--- config.mk ---
export PLATFORM = sky130hd
export DESIGN_NAME = debounce_sync_flat
export DESIGN_NICKNAME = d
export VERILOG_FILES = /design/src/rtl/debounce_pkg.sv /design/src/rtl/debounce_sync_if.sv /design/src/rtl/debounce_sync_sync_chain.sv /design/src/rtl/debounce_sync.sv /design/src/flat_wrapper.sv
export SDC_FILE = /design/constraint.sdc
export NUM_CORES = 1
export LEC_CHECK = 0
export CORE_AREA = 2 2 39 41
export DETAILED_ROUTE_END_ITERATION = 6
export DIE_AREA = 0 0 41 43
export GPL_TIMING_DRIVEN = 0
export PLACE_DENSITY = 0.53
export SETUP_SLACK_MARGIN = 0.2
export SYNTH_ARGS = -nofsm -noshare
export SYNTH_HDL_FRONTEND = slang
export SYNTH_HIERARCHICAL = 1
export SYNTH_SLANG_ARGS = --single-unit
--- constraint.sdc ---
create_clock -name clk -period 1.6 [get_ports clk]
set_clock_uncertainty 0.2 [all_clocks]
set_input_delay 0.32 -clock clk [delete_from_list [all_inputs] [get_ports clk]]
set_output_delay 0.32 -clock clk [all_outputs]
set_load 0.01 [all_outputs]
--- src/rtl/debounce_pkg.sv ---
// rtl/debounce_pkg.sv - shared state encoding and default constants for debounce_sync
package debounce_pkg;

  typedef enum logic [1:0] {
    STABLE_LOW  = 2'd0,
    WAIT_HIGH   = 2'd1,
    STABLE_HIGH = 2'd2,
    WAIT_LOW    = 2'd3
  } state_t;

  localparam int DEF_SYNC_STAGES     = 2;
  localparam int DEF_DEBOUNCE_CYCLES = 4;

endpackage

--- src/rtl/debounce_sync_if.sv ---
// rtl/debounce_sync_if.sv - raw input and conditioned outputs of debounce_sync
interface debounce_sync_if;

  logic raw_in;
  logic level_out;
  logic rise_pulse;
  logic fall_pulse;

  modport master (output raw_in, input level_out, input rise_pulse, input fall_pulse);
  modport slave  (input raw_in, output level_out, output rise_pulse, output fall_pulse);

endinterface

--- src/rtl/debounce_sync_sync_chain.sv ---
// rtl/debounce_sync_sync_chain.sv - multi-flop synchroniser for an asynchronous input
module sync_chain #(
  parameter int STAGES = 2
) (
  input  logic clk,
  input  logic reset,
  input  logic d,
  output logic q
);

  logic [STAGES-1:0] r_stages;

  always_ff @(posedge clk or posedge reset) begin
    if (reset) begin
      r_stages <= '0;
    end else begin
      r_stages <= {r_stages[STAGES-2:0], d};
    end
  end

  assign q = r_stages[STAGES-1];

endmodule

--- src/rtl/debounce_sync.sv ---
// rtl/debounce_sync.sv - synchronise and debounce a raw input into a clean level
// plus one-cycle rise/fall events
module debounce_sync
  import debounce_pkg::*;
#(
  parameter int SYNC_STAGES     = DEF_SYNC_STAGES,
  parameter int DEBOUNCE_CYCLES = DEF_DEBOUNCE_CYCLES
) (
  input  logic     clk,
  input  logic     reset,
  debounce_sync_if.slave bus
);

  localparam int CNT_W = $clog2(DEBOUNCE_CYCLES + 1);
  localparam logic [CNT_W-1:0] CNT_LAST = CNT_W'(DEBOUNCE_CYCLES - 1);
  localparam logic [CNT_W-1:0] CNT_ONE  = CNT_W'(1);

  logic             w_s;
  state_t           r_state, w_state;
  logic [CNT_W-1:0] r_cnt, w_cnt;
  logic             r_level, w_level;
  logic             r_rise, w_rise;
  logic             r_fall, w_fall;

  sync_chain #(.STAGES(SYNC_STAGES)) u_sync (
    .clk   (clk),
    .reset (reset),
    .d     (bus.raw_in),
    .q     (w_s)
  );

  always_ff @(posedge clk or posedge reset) begin
    if (reset) begin
      r_state <= STABLE_LOW;
      r_cnt   <= '0;
      r_level <= 1'b0;
      r_rise  <= 1'b0;
      r_fall  <= 1'b0;
    end else begin
      r_state <= w_state;
      r_cnt   <= w_cnt;
      r_level <= w_level;
      r_rise  <= w_rise;
      r_fall  <= w_fall;
    end
  end

  // A change is accepted only after the counter has seen it hold for
  // DEBOUNCE_CYCLES more edges; any reversion drops back to the stable state.
  always_comb begin
    w_state = r_state;
    w_cnt   = r_cnt;
    w_level = r_level;
    w_rise  = 1'b0;
    w_fall  = 1'b0;
    case (r_state)
      STABLE_LOW: begin
        if (w_s) begin
          w_state = WAIT_HIGH;
          w_cnt   = '0;
        end
      end
      WAIT_HIGH: begin
        if (!w_s) begin
          w_state = STABLE_LOW;
        end else if (r_cnt == CNT_LAST) begin
          w_state = STABLE_HIGH;
          w_level = 1'b1;
          w_rise  = 1'b1;
        end else begin
          w_cnt = r_cnt + CNT_ONE;
        end
      end
      STABLE_HIGH: begin
        if (!w_s) begin
          w_state = WAIT_LOW;
          w_cnt   = '0;
        end
      end
      WAIT_LOW: begin
        if (w_s) begin
          w_state = STABLE_HIGH;
        end else if (r_cnt == CNT_LAST) begin
          w_state = STABLE_LOW;
          w_level = 1'b0;
          w_fall  = 1'b1;
        end else begin
          w_cnt = r_cnt + CNT_ONE;
        end
      end
      default: begin
        w_state = STABLE_LOW;
      end
    endcase
  end

  assign bus.level_out  = r_level;
  assign bus.rise_pulse = r_rise;
  assign bus.fall_pulse = r_fall;

endmodule
--- src/flat_wrapper.sv ---
// flat-port wrapper written by rule: the top's interface ports become plain ports
module debounce_sync_flat import debounce_pkg::*;
#(
  parameter int SYNC_STAGES     = DEF_SYNC_STAGES,
  parameter int DEBOUNCE_CYCLES = DEF_DEBOUNCE_CYCLES
)
  (clk, reset, bus_raw_in, bus_level_out, bus_rise_pulse, bus_fall_pulse);
  debounce_sync_if bus_i ();
  input  logic clk;
  input  logic reset;
  input wire logic [$bits(bus_i.raw_in)-1:0] bus_raw_in;
  output wire logic [$bits(bus_i.level_out)-1:0] bus_level_out;
  output wire logic [$bits(bus_i.rise_pulse)-1:0] bus_rise_pulse;
  output wire logic [$bits(bus_i.fall_pulse)-1:0] bus_fall_pulse;
  assign bus_i.raw_in = bus_raw_in;
  assign bus_level_out = bus_i.level_out;
  assign bus_rise_pulse = bus_i.rise_pulse;
  assign bus_fall_pulse = bus_i.fall_pulse;
  debounce_sync #(.SYNC_STAGES(SYNC_STAGES), .DEBOUNCE_CYCLES(DEBOUNCE_CYCLES)) u_core (.clk(clk), .reset(reset), .bus(bus_i));
endmodule
==> summary.txt <==
Layout
  • Final core utilization: 43.0%
  • # fillers: about 130
  • Layout cells sized above 1: 34.0%
  • Final nets: between 50 and 60
  • Ant diodes: 0
  • Area grow syn2layout: 40.0%

Drt
  • Routed Wire Length: 745 µm
  • # DRC: 0
  • Number of routed nets with antenna violations: 0
  • Vias: 292
  • WL/cell: ~12 µm
  • Vias/cell: approximately 4.6
  • DRT Pass-1 Iters: 4
  • DR iter-0 viols: 3

Floorplanning
  • Die area: 1760 µm²
  • Die height: between 40 and 50 µm
  • Initial core utilization: 30.7%
  • IO Pins: 6
  • Die Span X: ~40 µm
  • Placeable Area: 1380 µm²
  • FP Rows: 14

Logic synthesis
  • Gate Count Post-Synth: 35
  • Syn Area/Cell: 12.2 µm²
  • Netlist cell types: 18
  • Syn nets: 41
  • Post-Syn Area: 425 µm²
  • Register area share after synthesis: 58.8%
  • Yosys warns: 6
  • Seq cells post-synth: 10

Worst setup path
  • Slowest stage cell, crit path: dfrtp_1
  • Setup crit end kind: flop
  • Cell mode on critical path: ha_4
  • WS Path Type: flop to flop
  • Crit path cell chain: ha_4 > ha_4 > nand2_4 > mux2_4
  • Worst-path maximum fanout: 3
  • Worst path bufs/invs: 0
  • Cell family with most CP delay: flip-flops
  • CP startpoint kind: flop
  • Crit path DAT: 1.40 ns
  • Critical Path RT: 1.55 ns
  • Worst path max stage delay: 0.41 ns

Timing
  • Final max-slew violation count: 0
  • Final hold violation count: 0
  • Setup-failing EPs final: 0
  • Fmax: just under 700 MHz
  • Final hold slack: 0.0213 ns
  • Slew @ Worst Pin: about 0.3 ns
  • Post-Route Setup TNS: 0 ns
  • Final Critical Period: 1.45 ns
  • Period utilisation layout: between 90% and 100%
  • RSZ-0062 raised after global routing: true
  • Slew Limit Headroom: between 70% and 80%

CTS
  • Max clock buf depth: 2
  • Root Buffer: clkbuf_4
  • Clock-pin transition on the worst setup and hold timing paths: about 0.06 ns
  • Max H-tree Level: 1
  • # hold bufs at CTS: 0
  • Clock Sinks: 10
  • Worst skew pair latency: 0.26 ns
  • Inserted Clock Buffers: 3
  • CTS tree: done

Worst hold path
  • Hold WC Path Type: input pin to asynchronous set/reset pin

GRT
  • Pin count of the biggest net entering global routing: 9
  • First-pass GRT wire length: 1.34 mm
  • Number of global-route vias before repair: 320
  • Initial antenna violation count: 0
  • Gr usage total: 11.7%
  • Global route overflow: 0

Run status
  • Status: complete, no violations

Power and ir drop
  • Leakage: about 0.00028 µW
  • Max VDD drop: 553 µV
  • Tot Pwr: 925 µW
  • PD cells: 1550 nW/µm²

Job
  • Max-cap violations: 0

Placed design
  • RePlAce Congestion: about 0.75
  • IO buf count: 5
  • Hpwl dp: 528 µm
## report_power, final
group	leakage (µW)	internal, µW	switching, µW
registers	0.000129	316	78.5
logic	0.000125	171	134
clock network	0.0000210	138	86.9
total	0.000275	625	300
## cells in the mapped netlist, drive strengths merged
master / number / area share, %
mux2: 1 / 2.6
o22ai: 1 / 1.5
a31o: 1 / 2.1
xnor2: 1 / 2.1
nand3b: 1 / 1.8
mux2i: 1 / 2.4
dfrtp: 10 / 59
nor3b: 2 / 3.5
ha: 3 / 8.8
a21boi: 1 / 1.8
buf: 1 / 1.2
a31oi: 1 / 1.5
xor2: 1 / 2.1
o21ai: 1 / 1.2
nand2: 2 / 1.8
a21oi: 3 / 3.5
inv: 3 / 2.6
nor2: 1 / 0.88
## layer usage
| layer | part of all wire [%] | wire length [µm] | track usage, % |
|---|---|---|---|
| met5 | 0 | 0 | 0 |
| met4 | 2.1 | 16 | 8.00 |
| met3 | 4.2 | 31 | 3.14 |
| met2 | 50 | 373 | 16.9 |
| met1 | 43 | 324 | 14.4 |
## metrics by stage
stage	instances	instance area [µm²]	setup WS [ns]
finish	63	596	0.154
global route	63	596	0.103
CTS	62	593	0.145
detailed placement	56	532	0.141
global placement	56	532	0.157
floorplan	35	462	0.199
## layout make-up
cell class                      instances  area, µm²  area share, %
Sequential cell                        10        250           42.0
Multi-Input combinational cell         21        210           35.3
Timing Repair Buffer                    8       62.6           10.5
Clock buffer                            4       36.3           6.09
Tap cell                               16       20.0           3.36
Inverter                                3       11.3           1.89
Buffer                                  1       5.00          0.840
## logic make-up (layout without fill, tap and decap cells)
group / after synthesis / after routing / synth area share (%)
adders and majority gates: 3 / 3 / 8.82
buffers and inverters: 4 / 16 / 3.82
muxes: 2 / 2 / 5.00
xor gates and xnor gates: 2 / 2 / 4.12
DFF: 10 / 10 / 58.8
AOI/OAI and AO/OA: 8 / 8 / 11.5
and+or+nand+nor: 6 / 6 / 7.94
## state kept, by name, summed over array words and instances (netlist names), named ones only
register                count
u_core/bus.level_out        1
u_core/u_sync/r_stages      2
u_core/r_state              1
u_core/bus.fall_pulse       1
u_core/r_cnt                3
u_core/bus.rise_pulse       1
## repair_timing
action                                  in CTS  in global routing
resized for setup                            8                  3
buffers inserted                             2                  1
pin swaps                                    1                  1
endpoints found under the setup margin       7                  7
## cells in the final DEF (no fill, tap or decap), types with 2 or more instances in the layout
master,instances
a21oi_1,3
clkdlybuf4s50_1,2
buf_4,3
ha_4,3
clkbuf_2,2
inv_1,3
dfrtp_1,10
nor3b_1,2
clkbuf_4,3
## final timing paths
| path | from | end | slack, ns | cells past startpoint |
|---|---|---|---|---|
| setup / recovery | u_core/r_cnt[1]$_DFFE_PP0P_ | flop | 0.15 | 4 |
| hold / removal | reset | u_core/u_sync/r_stages[0]$_DFF_PP0_ | 0.02 | 2 |
| setup reg to reg | u_core/r_cnt[1]$_DFFE_PP0P_ | flop | 0.15 | 4 |
| hold reg to reg | u_core/u_sync/r_stages[0]$_DFF_PP0_ | u_core/u_sync/r_stages[1]$_DFF_PP0_ | 0.16 | 0 |
| max in group asynchronous | reset | u_core/bus.rise_pulse$_DFF_PP0_ | 0.85 | 2 |
| min in group clk | u_core/u_sync/r_stages[0]$_DFF_PP0_ | u_core/u_sync/r_stages[1]$_DFF_PP0_ | 0.16 | 0 |
(Power assumes the default switching activity.)
